===== config.mk =====
export PLATFORM = sky130hd
export DESIGN_NAME = clock_phase_sequencer
export DESIGN_NICKNAME = d
export VERILOG_FILES = /design/src/rtl/clock_pkg.sv /design/src/rtl/clock_phase_counter.sv /design/src/rtl/clock_phase_sequencer.sv
export SDC_FILE = /design/constraint.sdc
export NUM_CORES = 1
export LEC_CHECK = 0
export CORE_MARGIN = 1.5
export CORE_UTILIZATION = 35
export DETAILED_ROUTE_END_ITERATION = 10
export GPL_TIMING_DRIVEN = 1
export SETUP_SLACK_MARGIN = 0.05
export SYNTH_ARGS = -nofsm -noshare
export SYNTH_HDL_FRONTEND = slang
export SYNTH_HIERARCHICAL = 1
export SYNTH_SLANG_ARGS = --single-unit

===== constraint.sdc =====
create_clock -name clk -period 3.55 [get_ports clk]
set_input_delay 0.71 -clock clk [delete_from_list [all_inputs] [get_ports clk]]
set_output_delay 0.71 -clock clk [all_outputs]
set_load 0.02 [all_outputs]

===== src/rtl/clock_pkg.sv =====
// clock_pkg: shared types and helpers for the clock phase sequencer and its
// per-domain phase counters.
package clock_pkg;

  localparam int CLK_NUM_CLKS = 3;
  localparam int CLK_MAX_DIV  = 16;
  localparam int CLK_DIV_W    = $clog2(CLK_MAX_DIV + 1);

  typedef enum logic [1:0] {
    HOLD        = 2'd0,
    RUN         = 2'd1,
    SWITCH_WAIT = 2'd2
  } clk_state_e;

  // Packed ratio vector, domain 0 in the LSBs.
  typedef logic [CLK_NUM_CLKS*CLK_DIV_W-1:0] clk_div_vec_t;

  // Ratios 0 and 1 both mean "edge every cycle"; anything above the largest
  // legal ratio is clamped to it.
  function automatic logic [CLK_DIV_W-1:0] sanitize_div(
    input logic [CLK_DIV_W-1:0] raw,
    input int unsigned          max_div
  );
    logic [CLK_DIV_W-1:0] res;
    if (32'(raw) <= 32'd1) begin
      res = CLK_DIV_W'(1'b1);
    end else if (32'(raw) > max_div) begin
      res = CLK_DIV_W'(max_div);
    end else begin
      res = raw;
    end
    return res;
  endfunction

endpackage


===== src/rtl/clock_phase_counter.sv =====
// clock_phase_counter: mirrors the phase of one clock divider. The count runs
// 0 .. div-1 and wraps; is_zero marks the divided clock's rising edge and
// is_last marks the final fast cycle of its period.
module clock_phase_counter
  import clock_pkg::*;
(
  input  logic                 clk,
  input  logic                 rst_n,
  input  logic                 run,
  input  logic                 clear,
  input  logic [CLK_DIV_W-1:0] div,
  output logic                 is_zero,
  output logic                 is_last
);

  logic [CLK_DIV_W-1:0] cnt_r;
  logic [CLK_DIV_W-1:0] last_val_s;

  // div is always sanitized to at least 1, so div-1 never underflows.
  assign last_val_s = div - CLK_DIV_W'(1'b1);
  assign is_zero    = (cnt_r == '0);
  assign is_last    = (cnt_r == last_val_s);

  // Phase count: cleared on a ratio switch, otherwise free-running while enabled.
  always_ff @(posedge clk or negedge rst_n) begin
    if (!rst_n) begin
      cnt_r <= '0;
    end else if (clear) begin
      cnt_r <= '0;
    end else if (run) begin
      if (is_last) begin
        cnt_r <= '0;
      end else begin
        cnt_r <= cnt_r + CLK_DIV_W'(1'b1);
      end
    end else begin
      cnt_r <= cnt_r;
    end
  end

endmodule


===== src/rtl/clock_phase_sequencer.sv =====
// clock_phase_sequencer: drives the shared divider reset, tracks each divided
// clock's phase and applies runtime ratio changes at hyperperiod boundaries.
// The per-domain rising-edge strobe is named div_edge because "edge" is a
// reserved word.
// Optional statistics (hyper_cnt, switch_cnt) are built when the macro
// CLOCK_PHASE_SEQUENCER_STATS_EN is defined.
module clock_phase_sequencer
  import clock_pkg::*;
#(
  parameter int p_num_clks   = CLK_NUM_CLKS,
  parameter int p_max_div    = CLK_MAX_DIV,
  parameter int p_rst_cycles = 4,
  parameter logic [p_num_clks*CLK_DIV_W-1:0] p_div_init = {5'd9, 5'd3, 5'd2}
) (
  input  logic                              clk,
  input  logic                              clk_reset_n,
  input  logic                              cfg_val,
  output logic                              cfg_rdy,
  input  logic [p_num_clks*CLK_DIV_W-1:0]   cfg_div,
  output logic                              clk_div_reset,
  output logic [p_num_clks*CLK_DIV_W-1:0]   cur_div,
  output logic [p_num_clks-1:0]             div_edge,
  output logic                              aligned,
  output logic                              busy
`ifdef CLOCK_PHASE_SEQUENCER_STATS_EN
  ,
  output logic [15:0]                       hyper_cnt,
  output logic [7:0]                        switch_cnt
`endif
);

  localparam int HOLD_W = (p_rst_cycles > 1) ? $clog2(p_rst_cycles) : 1;
  localparam logic [HOLD_W-1:0] HOLD_LAST = HOLD_W'(p_rst_cycles - 1);

  clk_state_e                        state_r;
  logic [HOLD_W-1:0]                 hold_cnt_r;
  logic [p_num_clks*CLK_DIV_W-1:0]   pend_div_r;
  logic [p_num_clks*CLK_DIV_W-1:0]   init_san_s;
  logic [p_num_clks*CLK_DIV_W-1:0]   cfg_san_s;
  logic [p_num_clks-1:0]             zero_s;
  logic [p_num_clks-1:0]             last_s;
  logic                              running_s;
  logic                              all_last_s;
  logic                              switch_s;

  assign running_s  = (state_r != HOLD);
  assign all_last_s = &last_s;
  // Last cycle of the hyperperiod while a new ratio set is pending.
  assign switch_s   = (state_r == SWITCH_WAIT) && all_last_s;

  for (genvar g = 0; g < p_num_clks; g++) begin : g_dom
    assign init_san_s[g*CLK_DIV_W +: CLK_DIV_W] =
      sanitize_div(p_div_init[g*CLK_DIV_W +: CLK_DIV_W], unsigned'(p_max_div));
    assign cfg_san_s[g*CLK_DIV_W +: CLK_DIV_W] =
      sanitize_div(cfg_div[g*CLK_DIV_W +: CLK_DIV_W], unsigned'(p_max_div));

    clock_phase_counter u_cnt (
      .clk     (clk),
      .rst_n   (clk_reset_n),
      .run     (running_s),
      .clear   (switch_s),
      .div     (cur_div[g*CLK_DIV_W +: CLK_DIV_W]),
      .is_zero (zero_s[g]),
      .is_last (last_s[g])
    );
  end

  // Strobes decode straight from the counters; they are silent while the
  // dividers are held in reset.
  assign div_edge = zero_s & {p_num_clks{running_s}};
  assign aligned  = &div_edge;

  // Sequencer FSM: divider reset hold, free run, and pending ratio switch.
  always_ff @(posedge clk or negedge clk_reset_n) begin
    if (!clk_reset_n) begin
      state_r       <= HOLD;
      hold_cnt_r    <= '0;
      pend_div_r    <= init_san_s;
      cur_div       <= init_san_s;
      clk_div_reset <= 1'b1;
      cfg_rdy       <= 1'b0;
      busy          <= 1'b1;
    end else begin
      case (state_r)
        HOLD: begin
          if (hold_cnt_r == HOLD_LAST) begin
            state_r       <= RUN;
            hold_cnt_r    <= '0;
            clk_div_reset <= 1'b0;
            cfg_rdy       <= 1'b1;
            busy          <= 1'b0;
          end else begin
            hold_cnt_r <= hold_cnt_r + HOLD_W'(1'b1);
          end
        end
        RUN: begin
          if (cfg_val && cfg_rdy) begin
            pend_div_r <= cfg_san_s;
            state_r    <= SWITCH_WAIT;
            cfg_rdy    <= 1'b0;
            busy       <= 1'b1;
          end
        end
        SWITCH_WAIT: begin
          // Counters clear in the phase counters on the same edge.
          if (all_last_s) begin
            cur_div       <= pend_div_r;
            state_r       <= HOLD;
            hold_cnt_r    <= '0;
            clk_div_reset <= 1'b1;
          end
        end
        default: begin
          state_r       <= HOLD;
          hold_cnt_r    <= '0;
          clk_div_reset <= 1'b1;
          cfg_rdy       <= 1'b0;
          busy          <= 1'b1;
        end
      endcase
    end
  end

`ifdef CLOCK_PHASE_SEQUENCER_STATS_EN
  // Saturating counts of aligned cycles and completed ratio switches.
  always_ff @(posedge clk or negedge clk_reset_n) begin
    if (!clk_reset_n) begin
      hyper_cnt  <= 16'd0;
      switch_cnt <= 8'd0;
    end else begin
      if (aligned && (hyper_cnt != 16'hFFFF)) begin
        hyper_cnt <= hyper_cnt + 16'd1;
      end else begin
        hyper_cnt <= hyper_cnt;
      end
      if (switch_s && (switch_cnt != 8'hFF)) begin
        switch_cnt <= switch_cnt + 8'd1;
      end else begin
        switch_cnt <= switch_cnt;
      end
    end
  end
`endif

endmodule


After elaboration in Yosys (flattened, before gate mapping):

Index checks and enable logic that the tools add are counted.
Widths: inputs -> output; s select.

* register bits after elaboration: 52
* input bits: 18
* output and inout port bits: 22
* word-level logic and storage cells: 80

* add/subtract/negate cells: 7
* $lt $le $gt $ge: 6
* equality and inequality tests: 9
* mux-type cells: 29
* bitwise gates (word level): 3
* reduce and logical (&&, ||, !) cells: 16

Operators with widths (count)
* $mux 5: 15
* $add 5x1->5 const B: 3
* $eq 5x5->1: 3
* $gt 5x5->1 const B: 3
* $le 5x1->1 const B: 3
* $logic_not 5->1: 3
* $reduce_and 3->1: 5
* $sub 5x1->5 const B: 3
* $pmux 2 s3: 2
* $pmux 1 s3: 3
* $mux 2: 4
* $ne 2x2->1 const B: 3
* $mux 1: 5
* $eq 2x2->1 const B: 2
* $reduce_and 2->1: 2
* $reduce_and 4->1: 1
* $reduce_bool 2->1: 2
* $and 3x3->3: 1
* $add 2x1->2 const B: 1
* $eq 2x1->1 const B: 1
* $logic_and 1x1->1: 2
* $logic_not 2->1: 1
* $not 1->1: 2

Logic depth before layout (Yosys ltp):

* depth after elaboration: 5
* depth in mapped cells: 11
* gate-level depth less buffers: 10

Hierarchy:

Netlist, hierarchy kept.

By module, submodules not included
* clock_phase_sequencer: instances 1, cells an instance 130, area each 1666.6 um^2, sequential area each 940.9 um^2
* clock_phase_counter: instances 3, cells an instance 45, area each 451.7 um^2, sequential area each 125.1 um^2

Least setup slack after synthesis:

OpenSTA, ideal clock, no wires.

* kind: register to register
* from: register cur_div[5]
* to: register g_dom[2].u_cnt.cnt_r[2]
* library setup time: 126 ps
* data arrival time: 2695 ps
* required time: 3424 ps
* slack: 729 ps
* stages on the path, launching flop included: 11
* path buffers: 1
* period minus slack after synthesis: 2821 ps
* path through: dfstp_2 inv_1 ha_1 or3_4 a311oi_4 nand3_4 nor2_8 buf_12 nand2b_1 nor2_2 a221o_1

* longest elaborated chain between the ends: 5
* elaborated cells between the ends (all ways): 6
* classes of those cells: add/sub: 1; eq/ne: 1; mux: 1; reduce/logical: 3

Ends and longest elaborated chain
* start: declaration: RTL line clock_phase_sequencer.sv:21 `output logic [p_num_clks*CLK_DIV_W-1:0] cur_div,`
* start signal: assignment: RTL line clock_phase_sequencer.sv:79 `cur_div <= init_san_s;`
* start signal: assignment: RTL line clock_phase_sequencer.sv:107 `cur_div <= pend_div_r;`
* $sub 5x1->5 (*): RTL line clock_phase_counter.sv:20 `assign last_val_s = div - CLK_DIV_W'(1'b1);`
* $eq 5x5->1 (*): RTL line clock_phase_counter.sv:22 `assign is_last = (cnt_r == last_val_s);`
* via last_s[1]: RTL line clock_phase_sequencer.sv:41 `logic [p_num_clks-1:0] last_s;`
* $reduce_and 3->1 (*): RTL line clock_phase_sequencer.sv:47 `assign all_last_s = &last_s;`
* $logic_and 1x1->1 (*): RTL line clock_phase_sequencer.sv:49 `assign switch_s = (state_r == SWITCH_WAIT) && all_last_s;`
* via switch_s: RTL line clock_phase_sequencer.sv:44 `logic switch_s;`
* $mux 5 or $reduce_bool 2->1 (tied branches)
* end signal: assignment: RTL line clock_phase_counter.sv:34 `cnt_r <= cnt_r + CLK_DIV_W'(1'b1);`
* end signal: assignment: RTL line clock_phase_counter.sv:37 `cnt_r <= cnt_r;`
* end: declaration: RTL line clock_phase_counter.sv:16 `logic [CLK_DIV_W-1:0] cnt_r;`

Mark *: on every way through the listed nets, which the timed path passes. The rest lies on a longest branch.
A chain may end at the register's enable or synchronous reset.

Final worst setup path:

* from: register cur_div[10]
* to: register g_dom[2].u_cnt.cnt_r[2]

* longest elaborated chain between the ends: 5
* elaborated cells between the ends (all ways): 8
* classes of those cells: add/sub: 1; eq/ne: 1; mux: 3; reduce/logical: 3

Ends and longest elaborated chain (RTL line)
* $sub 5x1->5 (*): clock_phase_counter.sv:20
* $eq 5x5->1 (*): clock_phase_counter.sv:22
* via last_s[2]: clock_phase_sequencer.sv:41
* $mux 5 or $reduce_and 3->1 (tied branches): clock_phase_counter.sv:31, clock_phase_sequencer.sv:47
* $mux 5 or $logic_and 1x1->1 (tied branches): clock_phase_counter.sv:30, clock_phase_sequencer.sv:49
* $mux 5 or $reduce_bool 2->1 (tied branches)

Mark *: on every way through the listed nets, which the timed path passes. The rest lies on a longest branch. The select of a mux whose other input is x is not followed.

==> results.md <==
| Result | This run | Unit |
|---|---|---|
| Status | finished, final reports clean | - |
| Length of the first detailed-routing pass in iterations | 4 | - |
| Switching Fraction | 38.6 | % |
| Hold buffer count at CTS | 0 | - |
| HPWL after DPL | 4220 | microns |
| Nature of the critical path endpoint | flip-flop | - |
| Area of the die | 0.00920 | sq mm |
| Weighted congestion at the end of routability-driven global placement | 0.834 | - |
| Netlist area before placement | 0.00302 | sq mm |
| Count of inserted antenna diode cells | 0 | - |
| Combinational Power Share | 38.7 | % |
| Slew at the pin closest to its max-slew limit | 0.531 | ns |
| Post-synth EDFFs | 0 | - |
| Starting density of the core | 36.4 | % |
| Worst slack at placement | 0.570 | ns |
| Die Width | 95.9 | microns |
| CTS sink count | 52 | - |
| Wire per inst | 13.4 | microns |
| Worst endpoint data arrival time | 3.18 | ns |
| Power density over cell area | 647 | mW/mm^2 |
| Initial antenna violation count | 0 | - |
| Leakage power total | 1.54 | nW |
| Largest net degree at the start of global routing | 30 | - |
| Switching pwr | 0.000888 | W |
| Fraction of layout cells with a size suffix above 1 | 21.3 | % |
| Most frequent cell after synthesis | dfrtp_1 | - |
| Worst path setup slack after routing | 0.562 | ns |
| Kind of start point of the critical path | flip-flop | - |
| Stage delay of the slowest cell on the critical path | 0.59 | ns |
| Syn Area/Cell | 11.4 | sq um |
| Time the worst path needs with I/O delays and setup | 2.99 | ns |
| Average via count per standard cell | 4.84 | - |
| Share of synthesized area occupied by flip-flops and latches | 43.6 | % |
| Count of distinct cell types in the synthesized netlist | 47 | - |
| Clock slew seen by the registers of the worst setup and hold paths | 0.10 | ns |
| Most instantiated cells after synthesis | dfrtp_1, nand2_1, inv_1 | - |
| Final slew viol count | 0 | - |
| Total via count after detailed routing | 1985 | - |
| Remaining antenna violation count after routing | 0 | - |
| Setup TNS | 0 | ns |
| Post-synthesis cell count | 265 | - |
| RSZ-0062 raised after global routing | no | - |
| Count of standard-cell rows | 33 | - |
| Post-CTS Setup Inserts | 0 | - |
| Violation count after the first detailed-routing iteration | 54 | - |
| Cell-by-cell trace of the critical path | inv_1 > ha_1 > or3_4 > a311oi_4 > nand3_4 > nor2_8 > nand2b_1 > nor2_2 > a221o_1 | - |
| Internal reg-to-reg setup slack | 0.56 | ns |
| Clock network power share | 14.9 | % |
| Critical path buffers and inverters | 1 | - |
| Post-Route WL | 5490 | microns |
| First-pass GRT wire length | 9340 | microns |
| Remaining routing DRC violations | 0 | - |
| Maximum count of clock buffers along a single path | 2 | - |
| Die Y | 95.9 | microns |
| Max_slew headroom | 64.6 | % |
| Source-to-sink clock delay at the later pin of the worst-skew pair | 0.31 | ns |
| Cell type group with the largest total delay on the critical path | simple AND/OR/NAND/NOR gates | - |
| Required time of the critical path | 3.74 | ns |
| Type of the setup path with the least slack | reg -> reg | - |
| Top flip-flop cell by instance count after synthesis | dfrtp_1 | - |
| Largest area contributor in the synthesized netlist | dfrtp_1 | - |
| Top cell type's share of synthesized area | 33.1 | % |
| Post-CTS sizing | 0 | - |
| Cell-internal power | 0.00141 | W |
| Maximum frequency from static timing analysis | 335 | MHz |
| Overall overflow remaining after global route | 0 | - |
| Share of total power in sequential cells | 46.3 | % |
| Type of the most critical hold path | in -> async | - |
| Number of storage elements in the synthesis netlist | 52 | - |
| Worst-case vdd ir drop | 0.363 | mV |
| Top cells by area, synth | dfrtp_1, dfstp_2, mux2_4 | - |
| Yosys warning total | 6 | - |
| Global-route total usage across every layer | 13.1 | % |
| Number of global-route vias before repair | 1891 | - |
| Hold Vio Cnt, Final | 0 | - |
| Final period utilization | 84.2 | % |
| IO buf count | 39 | - |
| Cell chosen for the clock root | clkbuf_8 | - |
| Synth-to-Final Area Change | 17.6 | % |
| Clock tree from TritonCTS | yes | - |
| Crit Path Max Fanout | 21 | - |
| Number of nets produced by synthesis | 293 | - |
| # H-tree levels | 2 | - |
| I/O pin total | 40 | - |
| Proportion of synthesized flip-flops having asynchronous set or reset | 100 | % |
| Worst clock skew | 0.00800 | ns |
| Final count of negative-setup-slack endpoints | 0 | - |
| Critical-path top delay cell | dfstp_2 | - |
| Number of nets in the finished design | 332 | - |
| Area inside the core boundary | 0.00830 | sq mm |
| Number of CTS-inserted buffers | 5 | - |
| Number of max-cap violations | 0 | - |
final timing paths:
path,start,endpoint,cells past startpoint
worst max-delay path,cur_div[10]$_DFFE_PN1P_,g_dom[2].u_cnt/cnt_r[2]$_DFFE_PN0P_,9
worst min-delay path,clk_reset_n,cfg_rdy$_DFFE_PN0P_,1
worst max register to register,cur_div[10]$_DFFE_PN1P_,g_dom[2].u_cnt/cnt_r[2]$_DFFE_PN0P_,9
worst min register to register,pend_div_r[13]$_DFFE_PN1P_,pend_div_r[13]$_DFFE_PN1P_,2
max in group asynchronous,clk_reset_n,cur_div[6]$_DFFE_PN1P_,2
min in group clk,pend_div_r[13]$_DFFE_PN1P_,pend_div_r[13]$_DFFE_PN1P_,2
metal layers:
metal	global-route usage (%)	vias to the layer above	wire length, microns
met5	0	-	0
met4	4.04	0	57
met3	2.76	5	174
met2	19.5	33	2440
met1	18.8	930	2810
li1	-	1017	-
placed cells by master, fill, tap and decap left out, types with 5 or more instances in the layout:
cell type	netlist	layout
xor2_1	6	6
o31ai_1	6	6
nor2_1	9	9
nand3_1	6	6
mux2_4	9	9
o21ai_1	7	7
nand2_1	19	19
ha_1	10	10
clkdlybuf4s50_1	0	38
o21ai_0	5	5
nor3_1	7	7
dfrtp_1	40	40
dfstp_2	12	12
inv_1	15	15
mux2_2	9	9
clkbuf_8	0	5
xnor2_1	12	12
nor2b_1	11	11
nor4b_1	6	6
nand2b_1	13	13
flip-flops by register name, indices dropped and copies added, names as in the netlist:
name / cells
cur_div: 15
g_dom.u_cnt/cnt_r: 15
pend_div_r: 15
hold_cnt_r: 2
state_r: 2
busy: 1
cfg_rdy: 1
clk_div_reset: 1
final cells by class:
type / instances / area, sq um
flip-flops and latches: 52 / 1320
fillers: 796 / 4740
clock inverters: 3 / 22.5
inverters: 15 / 56.3
well taps: 105 / 131
repair buffers: 40 / 393
multi-input cells: 190 / 1570
clock buffers: 5 / 68.8
power groups by stage:
| stage | combinational [W] | sequential, W | clock (W) |
|---|---|---|---|
| 6_report | 0.000891 | 0.00107 | 0.000344 |
| 4_1_cts | 0.000909 | 0.00107 | 0.000363 |
| 3_3_place_gp | 0.000887 | 0.00107 | 0 |
| 5_1_grt | 0.00101 | 0.00111 | 0.000381 |
| 3_5_place_dp | 0.000904 | 0.00108 | 0 |
| 2_1_floorplan | 0.000775 | 0.000981 | 0 |
through the flow:
step | util, % | hold WS, ns | power, W | area [sq um] | cells
after global routing | 42.8 | 0.400 | 0.00250 | 3550 | 410
after detailed placement | 41.7 | 0.458 | 0.00198 | 3460 | 402
after floorplan | - | 0.414 | 0.00176 | 3020 | 265
after global placement | 41.7 | 0.453 | 0.00196 | 3460 | 402
final | 42.8 | 0.371 | 0.00230 | 3550 | 410
after CTS | 42.8 | 0.375 | 0.00234 | 3550 | 410
cell families after synthesis:
| group | Yosys count | synth area share [%] |
|---|---|---|
| simple gates | 95 | 21.0 |
| flops | 52 | 43.6 |
| compound gates | 48 | 13.3 |
| buf+inv | 23 | 4.60 |
| mux | 19 | 8.16 |
| xor+xnor | 18 | 5.22 |
| fa+ha+maj | 10 | 4.14 |
worst register-to-register path, delay by kind of cell (launching register included):
family / cells / cell delay [ns]
buf+inv: 1 / 0.06
compound gates: 2 / 0.80
flops: 1 / 0.59
simple gates: 5 / 1.23
fa+ha+maj: 1 / 0.21
(Power assumes the default switching activity.)
